--- src/rtl/lcd_tx_sequencer.sv ---
// lcd_tx_sequencer: arbitrates init/refresh command words and drives the 4-bit
// character-LCD bus with setup, E pulse, hold, inter-nibble gap and
// post-command execution delay.
// Optional feature macro: LCD_TX_LONG_WAIT_EN (clear/home commands wait T_LONG).
`timescale 1ns/1ps
module lcd_tx_sequencer #(
    parameter int unsigned T_SU   = 2,
    parameter int unsigned T_PW   = 12,
    parameter int unsigned T_H    = 1,
    parameter int unsigned T_GAP  = 50,
    parameter int unsigned T_CMD  = 2000,
    parameter int unsigned T_LONG = 82000,
    parameter int unsigned CNT_W  = 17
) (
    input  logic        clk,
    input  logic        reset,
    input  logic        init_req,
    input  logic [9:0]  init_data,
    input  logic        init_nib,
    input  logic        init_done,
    output logic        init_ack,
    input  logic        refresh_req,
    input  logic [9:0]  refresh_data,
    output logic        refresh_ack,
    output logic        busy,
    output logic        lcd_e,
    output logic        lcd_rs,
    output logic        lcd_rw,
    output logic [3:0]  lcd_db
);

    localparam int unsigned DATA_W = 10;
    localparam int unsigned NIB_W  = 4;

    typedef enum logic [3:0] {
        IDLE,
        SETUP_HI,
        PULSE_HI,
        HOLD_HI,
        GAP,
        SETUP_LO,
        PULSE_LO,
        HOLD_LO,
        WAIT_CMD
    } state_t;

    state_t             state, state_nx;
    logic [CNT_W-1:0]   cnt, cnt_nx;
    logic [NIB_W-1:0]   lo_nib, lo_nib_nx;
    logic               nib_only, nib_only_nx;
    logic               long_q, long_nx;
    logic               init_ack_nx, refresh_ack_nx, busy_nx;
    logic               e_nx, rs_nx, rw_nx;
    logic [NIB_W-1:0]   db_nx;
    logic [DATA_W-1:0]  gnt_data;
    logic               gnt_nib, gnt_long, cnt_last;
    int unsigned        state_len;

    // Select the word that would be granted; init always has priority
    always_comb begin
        gnt_data = init_req ? init_data : refresh_data;
        gnt_nib  = init_req & init_nib;
`ifdef LCD_TX_LONG_WAIT_EN
        gnt_long = !gnt_nib && (gnt_data[9:8] == 2'b00) &&
                   ((gnt_data[7:0] == 8'h01) || (gnt_data[7:0] == 8'h02) ||
                    (gnt_data[7:0] == 8'h03));
`else
        gnt_long = 1'b0;
`endif
    end

    // Duration of the current state and terminal-count detect
    always_comb begin
        state_len = 1;
        case (state)
            SETUP_HI, SETUP_LO: state_len = T_SU;
            PULSE_HI, PULSE_LO: state_len = T_PW;
            HOLD_HI, HOLD_LO:   state_len = T_H;
            GAP:                state_len = T_GAP;
            WAIT_CMD:           state_len = long_q ? T_LONG : T_CMD;
            default:            state_len = 1;
        endcase
        cnt_last = (cnt == CNT_W'(state_len - 1));
    end

    // Next-state, counter and next registered output values
    always_comb begin
        state_nx       = state;
        cnt_nx         = cnt + CNT_W'(1);
        lo_nib_nx      = lo_nib;
        nib_only_nx    = nib_only;
        long_nx        = long_q;
        init_ack_nx    = 1'b0;
        refresh_ack_nx = 1'b0;
        rs_nx          = lcd_rs;
        rw_nx          = lcd_rw;
        db_nx          = lcd_db;

        case (state)
            IDLE: begin
                cnt_nx = '0;
                rs_nx  = 1'b0;
                rw_nx  = 1'b0;
                db_nx  = '0;
                if (init_req || (refresh_req && init_done)) begin
                    init_ack_nx    = init_req;
                    refresh_ack_nx = !init_req;
                    lo_nib_nx      = gnt_data[3:0];
                    nib_only_nx    = gnt_nib;
                    long_nx        = gnt_long;
                    rs_nx          = gnt_data[9];
                    rw_nx          = gnt_data[8];
                    db_nx          = gnt_nib ? gnt_data[3:0] : gnt_data[7:4];
                    state_nx       = SETUP_HI;
                end
            end
            SETUP_HI: if (cnt_last) begin
                cnt_nx   = '0;
                state_nx = PULSE_HI;
            end
            PULSE_HI: if (cnt_last) begin
                cnt_nx   = '0;
                state_nx = HOLD_HI;
            end
            HOLD_HI: if (cnt_last) begin
                cnt_nx   = '0;
                state_nx = nib_only ? WAIT_CMD : GAP;
            end
            GAP: if (cnt_last) begin
                cnt_nx   = '0;
                db_nx    = lo_nib;
                state_nx = SETUP_LO;
            end
            SETUP_LO: if (cnt_last) begin
                cnt_nx   = '0;
                state_nx = PULSE_LO;
            end
            PULSE_LO: if (cnt_last) begin
                cnt_nx   = '0;
                state_nx = HOLD_LO;
            end
            HOLD_LO: if (cnt_last) begin
                cnt_nx   = '0;
                state_nx = WAIT_CMD;
            end
            WAIT_CMD: if (cnt_last) begin
                cnt_nx   = '0;
                rs_nx    = 1'b0;
                rw_nx    = 1'b0;
                db_nx    = '0;
                state_nx = IDLE;
            end
            default: begin
                cnt_nx   = '0;
                state_nx = IDLE;
            end
        endcase

        e_nx    = (state_nx == PULSE_HI) || (state_nx == PULSE_LO);
        busy_nx = (state_nx != IDLE);
    end

    // State, counter, captured word and registered outputs
    always_ff @(posedge clk or negedge reset) begin
        if (!reset) begin
            state       <= IDLE;
            cnt         <= '0;
            lo_nib      <= '0;
            nib_only    <= 1'b0;
            long_q      <= 1'b0;
            init_ack    <= 1'b0;
            refresh_ack <= 1'b0;
            busy        <= 1'b0;
            lcd_e       <= 1'b0;
            lcd_rs      <= 1'b0;
            lcd_rw      <= 1'b0;
            lcd_db      <= '0;
        end else begin
            state       <= state_nx;
            cnt         <= cnt_nx;
            lo_nib      <= lo_nib_nx;
            nib_only    <= nib_only_nx;
            long_q      <= long_nx;
            init_ack    <= init_ack_nx;
            refresh_ack <= refresh_ack_nx;
            busy        <= busy_nx;
            lcd_e       <= e_nx;
            lcd_rs      <= rs_nx;
            lcd_rw      <= rw_nx;
            lcd_db      <= db_nx;
        end
    end

endmodule

--- config.mk ---
export PLATFORM = sky130hd
export DESIGN_NAME = lcd_tx_sequencer
export DESIGN_NICKNAME = d
export VERILOG_FILES = /design/src/rtl/lcd_tx_sequencer.sv
export SDC_FILE = /design/constraint.sdc
export NUM_CORES = 1
export LEC_CHECK = 0
export CORE_MARGIN = 2
export CORE_UTILIZATION = 45
export CTS_CLUSTER_SIZE = 8
export DETAILED_ROUTE_END_ITERATION = 7
export PLACE_DENSITY_LB_ADDON = 0.2
export SLEW_MARGIN = 10
export SYNTH_ARGS = -nofsm -noshare
export SYNTH_HDL_FRONTEND = slang
export SYNTH_SLANG_ARGS = --single-unit
--- constraint.sdc ---
create_clock -name clk -period 6.4 [get_ports clk]
set_input_delay 1.28 -clock clk [delete_from_list [all_inputs] [get_ports clk]]
set_output_delay 1.28 -clock clk [all_outputs]
set_load 0.01 [all_outputs]
* After elaboration in Yosys (flattened, before gate mapping) *
Cells that the tools add are included.

word-level totals
  input bits = 26
  word-level logic and storage cells = 70
  bits in registers = 36

cells by class
  add/subtract/negate cells = 2
  mux-type cells = 29
  reduce and logical (&&, ||, !) cells = 14
  bitwise operators = 1
  equality and inequality tests = 13

operators by type and width
  operator                                              count
  2-to-1 mux 4 bit                                      14
  one-hot mux 11 bit (4 select lines)                   1
  one-hot mux 4 bit (9 select lines)                    1
  2-to-1 mux 17 bit                                     2
  equality test 4 x 3 -> 1 bit (second input constant)  5
  adder 17 x 1 -> 17 bit (second input constant)        1
  equality test 17 bit                                  1
  subtractor 17 x 1 -> 17 bit (second input constant)   1
  equality test 4 x 2 -> 1 bit (second input constant)  3
  one-hot mux 4 bit (3 select lines)                    1
  2-to-1 mux 10 bit                                     1
  OR reduction 8 bit                                    1
  2-to-1 mux 1 bit                                      7
  equality test 4 x 1 -> 1 bit (second input constant)  1
  equality test 4 bit (second input constant)           1
  zero test 4 bit                                       1
  != test 2 bit (second input constant)                 2
  one-hot mux 1 bit (2 select lines)                    2
  AND reduction 2 bit                                   2
  nonzero test 4 bit                                    1
  OR reduction 2 bit                                    2
  AND reduction 3 bit                                   1
  nonzero test 3 bit                                    1
  logical OR 1 bit                                      2
  4 further kinds                                       4

* Logic depth before layout (Yosys ltp) *
Gate-level depths: netlist (run 1).

  depth in word-level cells = 9
  gate-level depth with buffers = 12
  depth with buffers taken out = 10

* Worst setup path before layout (run 1) *
OpenSTA, ideal clock, no wires.

  kind = input-to-reg
  from = in init_req
  to = reg lcd_db[1]
  arrival = 2527 ps
  stages on the path = 8
  path buffers = 2
  slack = 3742 ps
  path through = clkbuf_1 > buf_1 > mux2i_1 > nor2_1 > o21ai_0 > nand3_1 > nor3_1 > a221oi_1

between the ends
  longest elaborated chain between the ends = 4
  elaborated cells between the ends (all ways) = 6
  those cells by class = mux: 4; bitwise: 1; reduce/logical: 1

ends and longest elaborated chain
  item                                                           line    RTL
  from (decl)                                                    17      input logic init_req,
  2-to-1 mux 10 bit / bitwise AND 1 bit (equally long branches)  61, 62
  2-to-1 mux 4 bit                                               113     db_nx = gnt_nib ? gnt_data[3:0] : gnt_data[7:4];
  2-to-1 mux 4 bit *                                             105     if (init_req || (refresh_req && init_done)) begin
  one-hot mux 4 bit (3 select lines) *                           99      case (state)
  to (signal assigned)                                           190     lcd_db <= db_nx;
  to (decl)                                                      29      output logic [3:0] lcd_db

Mark *: on every way between the ends. The rest lies on a longest branch, timed or not.
A chain may end at the register's enable or synchronous reset.

* Worst setup path after layout (run 1) *
  from = reg state[3]
  to = reg cnt[8]

between the ends
  longest elaborated chain between the ends = 7
  elaborated cells between the ends (all ways) = 16
  those cells by class = add/sub: 1; eq/ne: 9; mux: 3; reduce/logical: 3

ends and longest elaborated chain
  item                                                  line    RTL
  from (decl)                                           47      state_t state, state_nx;
  from (signal assigned)                                179     state <= state_nx;
  equality test 4 x 2 -> 1 bit (tied with other cells)  75, 99
  OR reduction 2 bit                                    75      case (state)
  one-hot mux 11 bit (4 select lines)                   75
  subtractor 17 x 1 -> 17 bit                           83      cnt_last = (cnt == CNT_W'(state_len - 1));
  equality test 17 bit                                  83
  2-to-1 mux 17 bit                                     n/a
  2-to-1 mux 17 bit *                                   n/a
  via cnt_nx[8]                                         48      logic [CNT_W-1:0] cnt, cnt_nx;
  to (signal assigned)                                  180     cnt <= cnt_nx;
  to (decl)                                             48

Mark *: on every way through the listed nets, which the timed path passes. The rest lies on a longest branch.

==> results.sh, run 1 <==
export IMPL_most_common_layout_cells="sky130_fd_sc_hd__dfrtp_1 (36), sky130_fd_sc_hd__nor2_1 (35), sky130_fd_sc_hd__clkdlybuf4s50_1 (34)"
export IMPL_synth_seq_cells=36
export IMPL_tcrit_tclk_final_pct=54.3
export IMPL_antenna_found_initial=0
export IMPL_switching_share_pct=41.9
export IMPL_wl_per_cell_um=13.7
export IMPL_core_rowCount=25
export IMPL_end_kind="flop"
export IMPL_post_cts_resized_instances=0
export IMPL_final_common_cell="sky130_fd_sc_hd__dfrtp_1"
export IMPL_sequential_share_of_the_synthesized_area_pct=40.8
export IMPL_cts_hold_buf=0
export IMPL_worst_clock_skew_ns=0.00569
export IMPL_final_hold_violation_count=0
export IMPL_critPathBufInv=0
export IMPL_route_detailed_drc=0
export IMPL_die_area_mm2=0.00548
export IMPL_cpLargestDelayFamily="simple AND/OR/NAND/NOR gates"
export IMPL_crit_required_ns=6.54
export IMPL_grt_pass1_vias=1732
export IMPL_timing_final_crit_period_ns=3.47
export IMPL_power_frac_clock_pct=16.4
export IMPL_power_combinational_fraction_pct=46.2
export IMPL_slew_limit_headroom_pct=42.3
export IMPL_ir_drop_mv=0.181
export IMPL_slowest_delay_ns=0.90
export IMPL_dominantRegCellSynth="sky130_fd_sc_hd__dfrtp_1"
export IMPL_clock_root_buffer="sky130_fd_sc_hd__clkbuf_8"
export IMPL_die_h_um=74.0
export IMPL_routed_wl_um=4530
export IMPL_timing_critical_path_slowest_stage_cell="sky130_fd_sc_hd__dfrtp_1"
export IMPL_fmax_ghz=0.288
export IMPL_clock_sinks=36
export IMPL_synth_enable_flop_cells=0
export IMPL_syn_area_per_cell_um2=9.39
export IMPL_post_synth_inst_count=235
export IMPL_outcome="finished, final reports clean"
export IMPL_antenna_left=0
export IMPL_rsz0062_at_grt="no"
export IMPL_clock_tree_from_tritoncts="built"
export IMPL_seq_area_um2=901
export IMPL_place_hpwl_um=3360
export IMPL_global_route_usage_total_pct=19.2
export IMPL_final_fill_count=438
export IMPL_worst_endpoint_arrival_ns=3.61
export IMPL_pin_count_of_the_biggest_net_entering_global_routing=37
export IMPL_yosysWarningCount=0
export IMPL_place_gp_congestion=0.793
export IMPL_timing_worst_slew_pin_value_ns=0.866
export IMPL_core_area_mm2=0.00472
export IMPL_async_reset_ff_share_pct=100
export IMPL_cp_launch_type="flop"
export IMPL_worstPathMaxFanout=30
export IMPL_drv_cap=0
export IMPL_unique_cell_type_count_in_the_yosys_netlist=51
export IMPL_detail_route_iter0_violations=124
export IMPL_timing_setup_critical_path_class="flop to flop"
export IMPL_placement_io_buffers=35
export IMPL_viasPerCell=5.31
export IMPL_mappedNetlistNets=263
export IMPL_timing_max_transition_violations_final=0
export IMPL_antenna_cells=0
export IMPL_multi_input_area_mm2=0.00114
export IMPL_initial_utilization_pct=46.7
export IMPL_grt_first_pass_wirelength_um=8070
export IMPL_tritoncts_num_buffers=5
export IMPL_clkSlewWorstSetupHoldPaths_ns=0.07
export IMPL_power_switching_mw=0.421
export IMPL_drt_first_pass_iters=4
export IMPL_sequentialPowerShare_pct=37.5
export IMPL_critical_path_cell_chain="and2b_2 -> o21a_1 -> ha_1 -> xor2_1 -> and3_2 -> o2111ai_1 -> or4_4 -> nand2_1 -> nor2_1"
export IMPL_final_net_count=292
export IMPL_syn2layout_area_growth_pct=17.7
export IMPL_placed_cell_area_mm2=0.00250
export IMPL_grt_ovfl_total=0
export IMPL_total_leakage_power_nw=1.11
export IMPL_post_cts_repair_setup_buffers=0
export IMPL_final_cell_area_mm2=0.00260
export IMPL_clockBufferDepth=2
export IMPL_power_report_internal_total_mw=0.584
export IMPL_powerDensity_mw_per_mm2=387
export IMPL_worstSkewPairLatency_ns=0.28
export IMPL_timing_hold_worst_class="flop to flop"
export IMPL_die_width_um=74.0
export IMPL_io_pins=36
export IMPL_post_route_cells_drive_above_1_share_pct=9.06
export IMPL_mappedNetlistArea_mm2=0.00221
export IMPL_routed_via_count=1764
export IMPL_timing_setup_tns_ns=0
export IMPL_clock_tree_htree_level_count=2
export IMPL_finalSetupViolations=0
area by class of cell:
cell class | count | share of cell area (%)
clock buffer | 6 | 3.18
clock inverter | 2 | 0.386
inverter | 9 | 1.30
multi-input combinational | 177 | 43.9
sequential | 36 | 34.7
tap | 67 | 3.23
timing repair buffer | 35 | 13.3
power groups by stage:
stage / Combinational [mW] / Sequential (mW) / Clock, mW
2_1_floorplan: 0.404 / 0.344 / 0
4_1_cts: 0.466 / 0.376 / 0.171
5_1_grt: 0.524 / 0.390 / 0.179
3_3_place_gp: 0.457 / 0.378 / 0
3_5_place_dp: 0.465 / 0.380 / 0
6_report: 0.464 / 0.376 / 0.165
layer usage:
layer / GRT usage, % / routed length, um / share of wire (%) / vias up
met5: 0 / 0 / 0 / -
met4: 5.45 / 53 / 1.2 / 0
met3: 4.34 / 144 / 3.2 / 6
li1: - / - / - / 880
met2: 28.8 / 2110 / 47 / 36
met1: 28.0 / 2220 / 49 / 842
through the flow:
step | hold WS (ns) | utilization [%] | worst slack [ns] | total power, mW | cells
2_1_floorplan | 0.450 | - | 3.74 | 0.748 | 235
3_3_place_gp | 0.467 | 53.0 | 3.05 | 0.835 | 324
3_5_place_dp | 0.480 | 53.0 | 2.96 | 0.845 | 324
4_1_cts | 0.497 | 55.0 | 2.96 | 1.01 | 332
5_1_grt | 0.510 | 55.0 | 2.65 | 1.09 | 332
6_report | 0.491 | 55.0 | 2.93 | 1.00 | 332
worst paths after layout:
| path | startpoint | endpoint | slack (ns) | cells past startpoint |
|---|---|---|---|---|
| worst max-delay path | state[3] | cnt[8] | 2.93 | 9 |
| worst min-delay path | lcd_rw | lcd_rw | 0.49 | 1 |
| worst max register to register | state[3] | cnt[8] | 2.93 | 9 |
| worst min register to register | lcd_rw | lcd_rw | 0.49 | 1 |
| max in group asynchronous | reset | state[1] | 4.75 | 1 |
| min in group asynchronous | reset | cnt[5] | 1.10 | 1 |
cells in the mapped netlist (3+ instances only):
cell type | instances | share of area [%]
sky130_fd_sc_hd__nand2_1 | 17 | 2.9
sky130_fd_sc_hd__mux2_2 | 4 | 2.0
sky130_fd_sc_hd__clkbuf_8 | 7 | 4.4
sky130_fd_sc_hd__a221oi_1 | 5 | 2.0
sky130_fd_sc_hd__a21oi_1 | 8 | 1.8
sky130_fd_sc_hd__nor2_1 | 35 | 6.0
sky130_fd_sc_hd__xnor2_1 | 7 | 2.8
sky130_fd_sc_hd__o21ai_0 | 12 | 2.7
sky130_fd_sc_hd__or3_1 | 5 | 1.4
sky130_fd_sc_hd__and3_1 | 3 | 0.85
sky130_fd_sc_hd__nand3b_1 | 4 | 1.4
sky130_fd_sc_hd__dfrtp_1 | 36 | 41
sky130_fd_sc_hd__inv_1 | 9 | 1.5
sky130_fd_sc_hd__mux2i_1 | 11 | 5.0
sky130_fd_sc_hd__nor3_1 | 6 | 1.4
sky130_fd_sc_hd__xor2_1 | 11 | 4.4
sky130_fd_sc_hd__o2bb2ai_1 | 3 | 1.2
sky130_fd_sc_hd__nand3_1 | 9 | 2.0
sky130_fd_sc_hd__o22ai_1 | 3 | 0.85
state kept, by name, indices dropped and copies added, names as in the netlist:
name and flops:
lo_nib 4, lcd_rs 1, cnt 17, state 4, busy 1, lcd_e 1
refresh_ack 1, init_ack 1, nib_only 1, lcd_db 4, lcd_rw 1
logic make-up after synthesis:
| kind of cell | count (synthesis) | synth area share (%) |
|---|---|---|
| and+or+nand+nor | 104 | 25.3 |
| muxes | 15 | 7.03 |
| AOI/OAI and AO/OA | 38 | 11.1 |
| buffers and inverters | 22 | 7.49 |
| xor gates and xnor gates | 18 | 7.15 |
| adders and majority gates | 2 | 1.13 |
| DFF | 36 | 40.8 |
No activity file was read; power rests on OpenSTA's default activity.
==> run 2: changes to the inputs <==
Clock period 6.4 ns to 3.2 ns, I/O delays scaled along.
==> run 2 against run 1 <==
Combinational power rose by 120%. Flip-flop and latch count did not move. Core utilization up 1.1 points. Critical path depth rose by 1. Critical endpoint is now lcd_db[0]. Largest cell class unchanged. Critical path type unchanged. Clock-buffer cell count decreased by 1. Via count shrank 0.51%. Sequential share of layout area decreased by 0.61 points. Sequential power grew 89%. Cell count up 1.2%. Total power up 110%. Hold slack worse by 0.033 ns.
==> results.sh, run 2 (synthesized netlist as in run 1, its figures left out) <==
export IMPL_outcome="finished, final reports clean"
export IMPL_layout_cells_excl_fill=336
export IMPL_powerDensity_mw_per_mm2=800
export IMPL_final_net_count=296
export IMPL_grt_pass1_vias=1738
export IMPL_slew_limit_headroom_pct=40.2
export IMPL_wl_per_cell_um=13.6
export IMPL_max_flop_register="cnt"
export IMPL_timing_hold_worst_class="input port to asynchronous set/reset pin"
export IMPL_die_area_mm2=0.00548
export IMPL_seq_area_um2=902
export IMPL_antenna_found_initial=0
export IMPL_final_fill_count=441
export IMPL_most_common_layout_cells="sky130_fd_sc_hd__nor2_1 (35), sky130_fd_sc_hd__dfrtp_1 (35), sky130_fd_sc_hd__clkdlybuf4s50_1 (34)"
export IMPL_clock_sinks=36
export IMPL_worst_endpoint_arrival_ns=3.15
export IMPL_die_h_um=74.0
export IMPL_detail_route_iter0_violations=115
export IMPL_tritoncts_num_buffers=5
export IMPL_fmax_ghz=0.337
export IMPL_grt_ovfl_total=0
export IMPL_clockBufferDepth=2
export IMPL_cts_hold_buf=0
export IMPL_drv_cap=0
export IMPL_timing_worst_slew_pin_value_ns=0.897
export IMPL_tcrit_tclk_final_pct=92.7
export IMPL_worst_clock_skew_ns=0.00189
export IMPL_io_pins=36
export IMPL_multi_input_area_mm2=0.00114
export IMPL_viasPerCell=5.22
export IMPL_end_kind="flop"
export IMPL_place_hpwl_um=3300
export IMPL_clkSlewWorstSetupHoldPaths_ns=0.07
export IMPL_antenna_left=0
export IMPL_place_inst=328
export IMPL_worst_r2r_setup_slack_ns=0.23
export IMPL_final_cell_area_mm2=0.00265
export IMPL_pin_count_of_the_biggest_net_entering_global_routing=37
export IMPL_finalSetupViolations=0
export IMPL_post_cts_repair_setup_buffers=0
export IMPL_initial_utilization_pct=46.7
export IMPL_regToRegStartpoint="state[1]"
export IMPL_regToRegEndpoint="lcd_db[0]"
export IMPL_clock_tree_from_tritoncts="built"
export IMPL_global_route_usage_total_pct=18.8
export IMPL_rsz0062_at_grt="yes"
export IMPL_placed_cell_area_mm2=0.00253
export IMPL_slowest_delay_ns=0.54
export IMPL_routed_via_count=1755
export IMPL_route_detailed_drc=0
export IMPL_core_rowCount=25
export IMPL_syn2layout_area_growth_pct=20.0
export IMPL_die_width_um=74.0
export IMPL_total_leakage_power_nw=1.13
export IMPL_timing_final_crit_period_ns=2.97
export IMPL_drt_first_pass_iters=4
export IMPL_antenna_cells=0
export IMPL_worst_r2r_cell_count=10
export IMPL_post_cts_resized_instances=0
export IMPL_grt_first_pass_wirelength_um=7940
export IMPL_place_gp_congestion=0.809
export IMPL_post_route_cells_drive_above_1_share_pct=10.8
export IMPL_worstSkewPairLatency_ns=0.29
export IMPL_ir_drop_mv=0.302
export IMPL_flip_flop_count_of_the_largest_register_after_layout=17
export IMPL_core_area_mm2=0.00472
export IMPL_final_hold_violation_count=0
export IMPL_clock_tree_htree_level_count=2
export IMPL_timing_max_transition_violations_final=0
export IMPL_cp_launch_type="flop"
export IMPL_crit_required_ns=3.38
export IMPL_timing_setup_critical_path_class="flop to flop"
export IMPL_routed_wl_um=4580
export IMPL_clock_root_buffer="sky130_fd_sc_hd__clkbuf_8"
export IMPL_timing_critical_path_slowest_stage_cell="sky130_fd_sc_hd__or4_4"
export IMPL_placement_io_buffers=35
export IMPL_critical_path_cell_chain="and2b_2 -> o21a_1 -> ha_1 -> xor2_1 -> and3_2 -> o2111ai_1 -> or4_4 -> nand2_2 -> nand3_2 -> a221oi_1"
export IMPL_worstPathMaxFanout=14
[run 2: cell types whose count changed in the layout (fill, tap and decap cells not counted)]
cell / delta
sky130_fd_sc_hd__buf_4: +4
sky130_fd_sc_hd__bufinv_16: +1
sky130_fd_sc_hd__clkbuf_8: -1
sky130_fd_sc_hd__clkinv_2: -1
sky130_fd_sc_hd__clkinvlp_4: +1
sky130_fd_sc_hd__dfrtp_1: -1
sky130_fd_sc_hd__dfrtp_2: +1
[run 2: cell type report]
class                           instances  share of cell area, %
Sequential cell                        36                   34.1
Inverter                                9                   1.28
Tap cell                               67                   3.17
Clock buffer                            5                   2.60
Multi-Input combinational cell        177                   43.1
Clock inverter                          3                   1.61
Timing Repair Buffer                   39                   14.2
[run 2: per-stage QoR]
step / hold slack (ns) / power (mW) / setup TNS [ns] / setup slack, ns / utilization (%)
5_1_grt: 0.513 / 2.29 / -0.0101 / -0.0101 / 56.0
3_3_place_gp: 0.462 / 1.71 / 0 / 0.284 / 53.6
4_1_cts: 0.488 / 2.13 / 0 / 0.184 / 56.0
2_1_floorplan: 0.344 / 1.50 / 0 / 0.636 / -
3_5_place_dp: 0.471 / 1.72 / 0 / 0.182 / 53.6
6_report: 0.458 / 2.12 / 0 / 0.233 / 56.0
[run 2: worst max-delay path, delay by kind of cell (launching register included)]
kind,cells,cell delay [ns]
xor gates and xnor gates,1,0.16
and+or+nand+nor,5,1.30
DFF,1,0.50
AOI/OAI and AO/OA,3,0.68
adders and majority gates,1,0.20
[run 2: power breakdown]
group          total, mW  leakage, nW  internal (mW)  switching [mW]
sequential         0.711        0.467          0.585           0.125
clock              0.406       0.0541          0.231           0.175
combinational       1.00        0.610          0.444           0.556
total               2.12         1.13           1.26           0.856
[run 2: worst max path at each step]
stage	from	endpoint	slack, ns	cells past startpoint
6_report	state[1]	lcd_db[0]	0.23	10
5_1_grt	state[1]	lcd_db[0]	-0.01	10
4_1_cts	state[1]	lcd_db[0]	0.18	10
3_5_place_dp	state[1]	lcd_db[2]	0.18	10
3_3_place_gp	state[1]	lcd_db[2]	0.28	10
2_1_floorplan	state[2]	lcd_db[0]	0.64	11
[run 2: per-layer routing]
layer | routed length (um) | vias up | track usage [%]
met1 | 2260 | 823 | 26.3
met5 | 0 | - | 0
li1 | - | 889 | -
met2 | 2080 | 35 | 29.6
met3 | 155 | 8 | 2.85
met4 | 82 | 0 | 7.27
